**config.mk**
```make
export PLATFORM = sky130hd
export DESIGN_NAME = sync_fifo_param
export DESIGN_NICKNAME = d
export VERILOG_FILES = /design/src/rtl/sync_fifo_param.sv
export SDC_FILE = /design/constraint.sdc
export NUM_CORES = 1
export LEC_CHECK = 0
export CAP_MARGIN = 10
export CORE_ASPECT_RATIO = 2
export CORE_UTILIZATION = 40
export CTS_CLUSTER_SIZE = 8
export DETAILED_ROUTE_END_ITERATION = 8
export REMOVE_ABC_BUFFERS = 1
export SLEW_MARGIN = 0
export SYNTH_ARGS = -nofsm -noshare
export SYNTH_HDL_FRONTEND = slang
export SYNTH_SLANG_ARGS = --single-unit
```
**constraint.sdc**
```tcl
create_clock -name clk -period 6.4 [get_ports clk]
set_input_delay 1.28 -clock clk [delete_from_list [all_inputs] [get_ports clk]]
set_output_delay 1.28 -clock clk [all_outputs]
set_load 0.01 [all_outputs]
```
**src/rtl/sync_fifo_param.sv**
```systemverilog
`default_nettype none
// ============================================================================
//  Module      : sync_fifo_param
//  Description : Parametrised single-clock FIFO for DMA data buffering.
//                Configurable width/depth, almost-full/almost-empty levels,
//                occupancy count, standard or first-word-fall-through read
//                mode, write-while-full acceptance when a read is accepted
//                in the same cycle, synchronous flush and sticky error flags.
//  Revision    : 1.0 - initial release
// ============================================================================
module sync_fifo_param #(
    parameter int DATA_WIDTH    = 32,
    parameter int ADDR_WIDTH    = 4,
    parameter int AFULL_THRESH  = 12,
    parameter int AEMPTY_THRESH = 4,
    parameter int FWFT          = 0
) (
    input  logic                  clk,
    input  logic                  reset,
    input  logic                  flush,
    input  logic                  err_clr,
    input  logic                  FIFO_WR_EN,
    input  logic [DATA_WIDTH-1:0] write_data,
    input  logic                  FIFO_RD_EN,
    output logic [DATA_WIDTH-1:0] read_data,
    output logic                  read_valid,
    output logic                  FIFO_FULL,
    output logic                  FIFO_EMPTY,
    output logic                  FIFO_AFULL,
    output logic                  FIFO_AEMPTY,
    output logic [ADDR_WIDTH:0]   FIFO_COUNT,
    output logic                  OVERFLOW,
    output logic                  UNDERFLOW
);

    localparam int                c_DEPTH      = 1 << ADDR_WIDTH;
    localparam logic [ADDR_WIDTH:0] c_DEPTH_CNT  = {1'b1, {ADDR_WIDTH{1'b0}}};
    localparam logic [ADDR_WIDTH:0] c_PTR_ONE    = {{ADDR_WIDTH{1'b0}}, 1'b1};
    localparam logic [ADDR_WIDTH:0] c_AFULL_LVL  = AFULL_THRESH[ADDR_WIDTH:0];
    localparam logic [ADDR_WIDTH:0] c_AEMPTY_LVL = AEMPTY_THRESH[ADDR_WIDTH:0];

    // Storage and pointers (extra MSB distinguishes full from empty)
    logic [DATA_WIDTH-1:0] r_mem [0:c_DEPTH-1];
    logic [ADDR_WIDTH:0]   r_wr_ptr;
    logic [ADDR_WIDTH:0]   r_rd_ptr;
    logic                  r_overflow;
    logic                  r_underflow;

    logic [ADDR_WIDTH:0]   w_count;
    logic                  w_full;
    logic                  w_empty;
    logic                  w_rd_acc;
    logic                  w_wr_acc;
    logic                  w_mem_we;
    logic                  w_ovf_set;
    logic                  w_udf_set;
    logic [ADDR_WIDTH-1:0] w_wr_addr;
    logic [ADDR_WIDTH-1:0] w_rd_addr;

    // Status is derived purely from the registered pointers
    assign w_count   = r_wr_ptr - r_rd_ptr;
    assign w_full    = (w_count == c_DEPTH_CNT);
    assign w_empty   = (w_count == '0);
    assign w_wr_addr = r_wr_ptr[ADDR_WIDTH-1:0];
    assign w_rd_addr = r_rd_ptr[ADDR_WIDTH-1:0];

    // A read frees a slot in the same cycle, so a write to a full FIFO is
    // allowed alongside an accepted read.
    assign w_rd_acc  = FIFO_RD_EN & ~w_empty;
    assign w_wr_acc  = FIFO_WR_EN & (~w_full | w_rd_acc);
    assign w_mem_we  = w_wr_acc & ~flush & ~reset;
    assign w_ovf_set = FIFO_WR_EN & ~w_wr_acc;
    assign w_udf_set = FIFO_RD_EN & w_empty;

    assign FIFO_COUNT  = w_count;
    assign FIFO_FULL   = w_full;
    assign FIFO_EMPTY  = w_empty;
    assign FIFO_AFULL  = (w_count >= c_AFULL_LVL);
    assign FIFO_AEMPTY = (w_count <= c_AEMPTY_LVL);
    assign OVERFLOW    = r_overflow;
    assign UNDERFLOW   = r_underflow;

    // Memory write port (contents are intentionally not reset)
    always_ff @(posedge clk) begin
        if (w_mem_we) begin
            r_mem[w_wr_addr] <= write_data;
        end
    end

    // Pointer update; flush discards any same-cycle read/write
    always_ff @(posedge clk) begin
        if (reset || flush) begin
            r_wr_ptr <= '0;
            r_rd_ptr <= '0;
        end else begin
            if (w_wr_acc) begin
                r_wr_ptr <= r_wr_ptr + c_PTR_ONE;
            end
            if (w_rd_acc) begin
                r_rd_ptr <= r_rd_ptr + c_PTR_ONE;
            end
        end
    end

    // Sticky error flags; a new error wins over a same-cycle clear
    always_ff @(posedge clk) begin
        if (reset) begin
            r_overflow  <= 1'b0;
            r_underflow <= 1'b0;
        end else if (flush) begin
            if (err_clr) begin
                r_overflow  <= 1'b0;
                r_underflow <= 1'b0;
            end
        end else begin
            if (w_ovf_set) begin
                r_overflow <= 1'b1;
            end else if (err_clr) begin
                r_overflow <= 1'b0;
            end
            if (w_udf_set) begin
                r_underflow <= 1'b1;
            end else if (err_clr) begin
                r_underflow <= 1'b0;
            end
        end
    end

    generate
        if (FWFT != 0) begin : g_fwft
            // Head word is presented directly; valid whenever not empty
            assign read_data  = r_mem[w_rd_addr];
            assign read_valid = ~w_empty;
        end else begin : g_std
            logic [DATA_WIDTH-1:0] r_read_data;
            logic                  r_read_valid;

            // Registered read port: popped word appears one cycle after RD_EN
            always_ff @(posedge clk) begin
                if (reset) begin
                    r_read_data  <= '0;
                    r_read_valid <= 1'b0;
                end else if (flush) begin
                    r_read_valid <= 1'b0;
                end else begin
                    r_read_valid <= w_rd_acc;
                    if (w_rd_acc) begin
                        r_read_data <= r_mem[w_rd_addr];
                    end
                end
            end

            assign read_data  = r_read_data;
            assign read_valid = r_read_valid;
        end
    endgenerate

endmodule
`default_nettype wire

```
* Word level (Yosys, flattened, before mapping) *
Memory sizes are Yosys's and may differ from the RTL's. A register that Yosys moved wholly into a read port is not among the register bits.
Index checks and enable logic that the tools add are counted.

word-level totals
  register bits = 13
  memory bits (writable) = 512
  output and inout bits = 44
  ROM bits = 0
  logic and storage cells = 36
  memories kept = 1
  bits of input ports = 38
  bits in latches = 0

memories
  name   words  bits a word  read ports  clocked after Yosys merged registers in  write ports  RTL line  RTL
  r_mem  16     32           1           1                                        1            43        logic [DATA_WIDTH-1:0] r_mem [0:c_DEPTH-1];

cells by class
  reduce and logical (&&, ||, !) cells = 4
  multiplexer cells = 8
  $mul = 0
  order comparisons = 2
  equality and inequality tests = 1
  add/sub/neg operators = 3
  bitwise gates (word level) = 12
  shift-type cells = 0
  divide/modulo/power cells = 0

operators with widths
  kind                                                             number
  adder 5 x 1 -> 5 bit (second input constant)                     2
  two-way mux 1 bit                                                8
  AND 1 bit                                                        6
  equality test 5 bit (second input constant)                      1
  >= comparator 5 x 4 -> 1 bit (second input constant)             1
  less-or-equal comparator 5 x 3 -> 1 bit (second input constant)  1
  logical NOT 5 bit                                                1
  NOT 1 bit                                                        5
  subtractor 5 bit                                                 1
  AND reduction 2 bit                                              1
  OR reduction 2 bit                                               1
  logical OR 1 bit                                                 1
  OR 1 bit                                                         1

* Logic depth before layout (Yosys ltp) *
  word-level depth = 10
  gate-level depth with buffers = 13
  depth with buffers taken out = 10

* Worst setup path after synthesis *
OpenSTA, ideal clock, no wires.

  path type = register to register
  start = register r_rd_ptr[1]
  end = memory r_mem[11][0], enable pin
  data required time = 5939 ps
  path buffers = 3
  setup slack = 1604 ps
  setup time = 461 ps
  cell stages (with the launch flop) = 11
  clock period less this slack = 4796 ps
  arrival time = 4335 ps
  path through = dfxtp_1 -> clkbuf_1 -> buf_2 -> buf_1 -> inv_1 -> ha_1 -> nand3b_1 -> nand2_1 -> mux2i_4 -> o311ai_4 -> nor3_1

on the way
  word-level cells in the longest chain between the ends = 10
  elaborated cells between the ends (all ways) = 12
  those cells by class = add/sub: 1; eq/ne: 1; mux: 2; bitwise: 7; reduce/logical: 1

RTL lines
  item                                         RTL line  RTL
  start: declaration                           45        logic [ADDR_WIDTH:0] r_rd_ptr;
  start signal: assignment                     100       r_rd_ptr <= r_rd_ptr + c_PTR_ONE;
  subtractor 5 bit (*)                         61        assign w_count = r_wr_ptr - r_rd_ptr;
  logical NOT 5 bit                            63        assign w_empty = (w_count == '0);
  NOT 1 bit                                    69        assign w_rd_acc = FIFO_RD_EN & ~w_empty;
  AND 1 bit                                    69
  OR 1 bit (*)                                 70        assign w_wr_acc = FIFO_WR_EN & (~w_full | w_rd_acc);
  AND 1 bit (*)                                70
  AND 1 bit (*) (2 in series)                  71        assign w_mem_we = w_wr_acc & ~flush & ~reset;
  two-way mux 1 bit (*)                        85        if (w_mem_we) begin
  two-way mux 1 bit (implied by the code) (*)  86        r_mem[w_wr_addr] <= write_data;
  end: declaration                             43

Mark *: on every way between the ends. The rest lies on a longest branch, timed or not.

* Worst setup path in the final report *
  start = register r_wr_ptr[0]
  end = output FIFO_AEMPTY

on the way
  word-level cells in the longest chain between the ends = 2

RTL lines
  item                                     RTL line  RTL
  start: declaration                       44        logic [ADDR_WIDTH:0] r_wr_ptr;
  start signal: assignment                 97        r_wr_ptr <= r_wr_ptr + c_PTR_ONE;
  subtractor 5 bit                         61
  less-or-equal comparator 5 x 3 -> 1 bit  79        assign FIFO_AEMPTY = (w_count <= c_AEMPTY_LVL);
  end: declaration                         30        output logic FIFO_AEMPTY,

No other way between the ends.

==> flow_summary.toml <==
[timing]
hold_viol_final = 0
slew_viol_final = 0
post-route-period-util = 0.7352
hold_slack_ps = 451.4
finalCriticalPeriod_ps = 4705
clock-skew-final_ps = 16.47
rsz0062_at_grt = "no"
tightest_slew_ps = 1177
setup_viol = 0
slew-limit-headroom = 0.2151
fmax_ghz = 0.2125

[yosys]
avgSynthCellArea_um2 = 21.12
synth_most_common_cell = "edfxtp_1"
synthTopCellsByArea = "edfxtp_1 (72%), mux4_2 (14%), dfxtp_1 (4.2%)"
synth-edff-count = 512
syn_inst = 1006
synth_cell_types = 47
synth-seq-cells = 557
yosysTopAreaCellShare = 0.7237
async_reset_ff_frac = 0
synth_area_leader_cell = "edfxtp_1"
netlist_area_mm2 = 0.02125
synth_top_cells_by_count = "edfxtp_1 (512), mux4_2 (128), a22oi_1 (64)"
yosysWarnings = 0
seq_area_frac_synth = 0.7661
synthFlopType = "edfxtp_1"

[clocking]
clock_latency_ps = 590
cts_root_buf = "clkbuf_16"
cts_htree_levels = 3
cts_buffer_depth = 3
cts_tree = "built"
ctsHoldBuffers = 0
clock_sinks = 557
cts_buffers = 79
clk_pin_slew_ps = 50
post_cts_buffers = 0
ctsResizeCount = 0

[route]
route.detailed.drc = 0
wl_per_cell_um = 24.58
num_vias = 10210
routed_wl_um = 45720
drtPass1Iterations = 5
drt_iter0_drc = 654
antenna_left = 0
via_per_inst = 5.488

[power_and_ir_drop]
leakage_nw = 7.733
cellPowerDensity_mw_per_mm2 = 326.4
total_power_w = 0.008201
peakVddDrop_uv = 141.8

[floorplan]
die_h_um = 327.9
ios = 82
core_mm2 = 0.05256
rows = 119
start_util = 0.4042
die_area_mm2 = 0.05409
die_w_um = 165.0

[setup_path]
worst_setup_path_end_kind = "output port"
arrival_ps = 3430
start_kind = "flip-flop"
cp.required_ps = 5120
worstSetupPathType = "reg2out"
cp_max_fo = 6

[grt]
grt_pass1_vias = 11180
track_usage = 0.1767
grt_overflow = 0
grt_first_pass_wirelength_um = 68960
grt_max_degree = 52
antenna_found_initial = 1

[run_status]
status = "complete, no violations"

[layout]
nets = 1177
drive_gt1_frac = 0.2385
multi_input_area_mm2 = 0.004745
antenna_cells = 0
instances_no_fill = 1860
n_fill_cell = 4277
regArea_mm2 = 0.01628
area_growth_pct = 18.27

[placed_design]
place.gp.congestion = 0.7317
dp_cells = 1713
hpwl_um = 24260
io_buffers = 81

[min_path]
hp-class = "reg2reg"

[run]
max-cap-violations = 0
[flip-flops by register name, summed over array words and instances, names as in the netlist]
name        flops
r_mem         512
read_data      32
r_rd_ptr        5
r_wr_ptr        5
OVERFLOW        1
UNDERFLOW       1
read_valid      1
[power breakdown]
part	total (W)	internal (W)	switching [W]
logic	0.000362	0.000168	0.000194
clock network	0.00382	0.00232	0.00150
registers	0.00402	0.00400	0.0000167
[cells by family (layout without fill, tap and decap cells)]
| kind of cell | Yosys count | in the layout | synth area share |
|---|---|---|---|
| and+or+nand+nor | 91 | 91 | 0.02161 |
| adders and majority gates | 10 | 10 | 0.006243 |
| DFF | 557 | 557 | 0.7661 |
| xor gates and xnor gates | 9 | 9 | 0.004417 |
| AOI/OAI and AO/OA | 146 | 146 | 0.05018 |
| muxes | 130 | 130 | 0.1372 |
| buffers and inverters | 63 | 252 | 0.01425 |
[placed cells by master (no fill, tap or decap), types with 3 or more instances in the layout]
master | Yosys | final
dfxtp_1 | 45 | 43
clkbuf_16 | 0 | 79
xor2_1 | 5 | 5
and3_2 | 0 | 12
a22oi_1 | 64 | 64
a21oi_2 | 11 | 11
a21o_1 | 32 | 32
nand3_1 | 3 | 3
nor2_1 | 19 | 15
a21oi_1 | 27 | 27
clkinv_8 | 0 | 4
clkbuf_1 | 26 | 60
or3_1 | 3 | 3
mux4_2 | 128 | 128
nor2_4 | 0 | 4
nand2_1 | 29 | 29
clkdlybuf4s50_1 | 0 | 80
inv_6 | 0 | 3
nor3_2 | 1 | 3
ha_1 | 9 | 9
inv_1 | 7 | 7
buf_4 | 1 | 15
nand2_2 | 9 | 9
edfxtp_1 | 512 | 512
[worst max-delay path, cell delays in order (launching register included)]
cell,delay [ps]
dfxtp_1,410
inv_1,110
ha_1,230
fa_1,440
nand2b_1,190
a21oi_2,160
xor2_2,350
inv_2,150
a211oi_1,220
clkdlybuf4s50_1,570
[path summary, 6_finish.rpt]
path	cells past startpoint	slack (ps)	start	end
worst max-delay path	9	1690	r_wr_ptr[0]$_SDFFE_PP0P_	FIFO_AEMPTY
worst min-delay path	2	450	read_data[7]$_SDFFE_PP0P_	read_data[7]$_SDFFE_PP0P_
worst max register to register	8	2490	r_wr_ptr[0]$_SDFFE_PP0P_	r_mem[13][11]$_DFFE_PP_
worst min register to register	2	450	read_data[7]$_SDFFE_PP0P_	read_data[7]$_SDFFE_PP0P_
[metrics by stage]
stage          cell area, um^2  worst slack, ps  utilization  setup TNS, ps
2_1_floorplan            20970            -3257            -       -1257970
3_3_place_gp             22830             2353       0.4343              0
3_5_place_dp             22830             2302       0.4343              0
4_1_cts                  25130             1634       0.4781              0
5_1_grt                  25130             1504       0.4781              0
6_report                 25130             1695       0.4781              0
[layer usage]
metal	up-vias	share of wire	global-route usage	wire length, um
met5	-	0	0	0
met4	0	0.028	0.07320	1263
met3	84	0.037	0.02702	1712
met2	237	0.56	0.3212	25460
met1	5444	0.38	0.2041	17290
li1	4443	-	-	-
[cell type report]
cell class,count,share of cell area
sequential,557,0.6480
multi-input combinational,386,0.1888
clock buffer,139,0.08764
timing repair buffer,97,0.03735
tap,665,0.03311
clock inverter,8,0.003834
inverter,8,0.001195
Power figures use the tool's default switching activity.
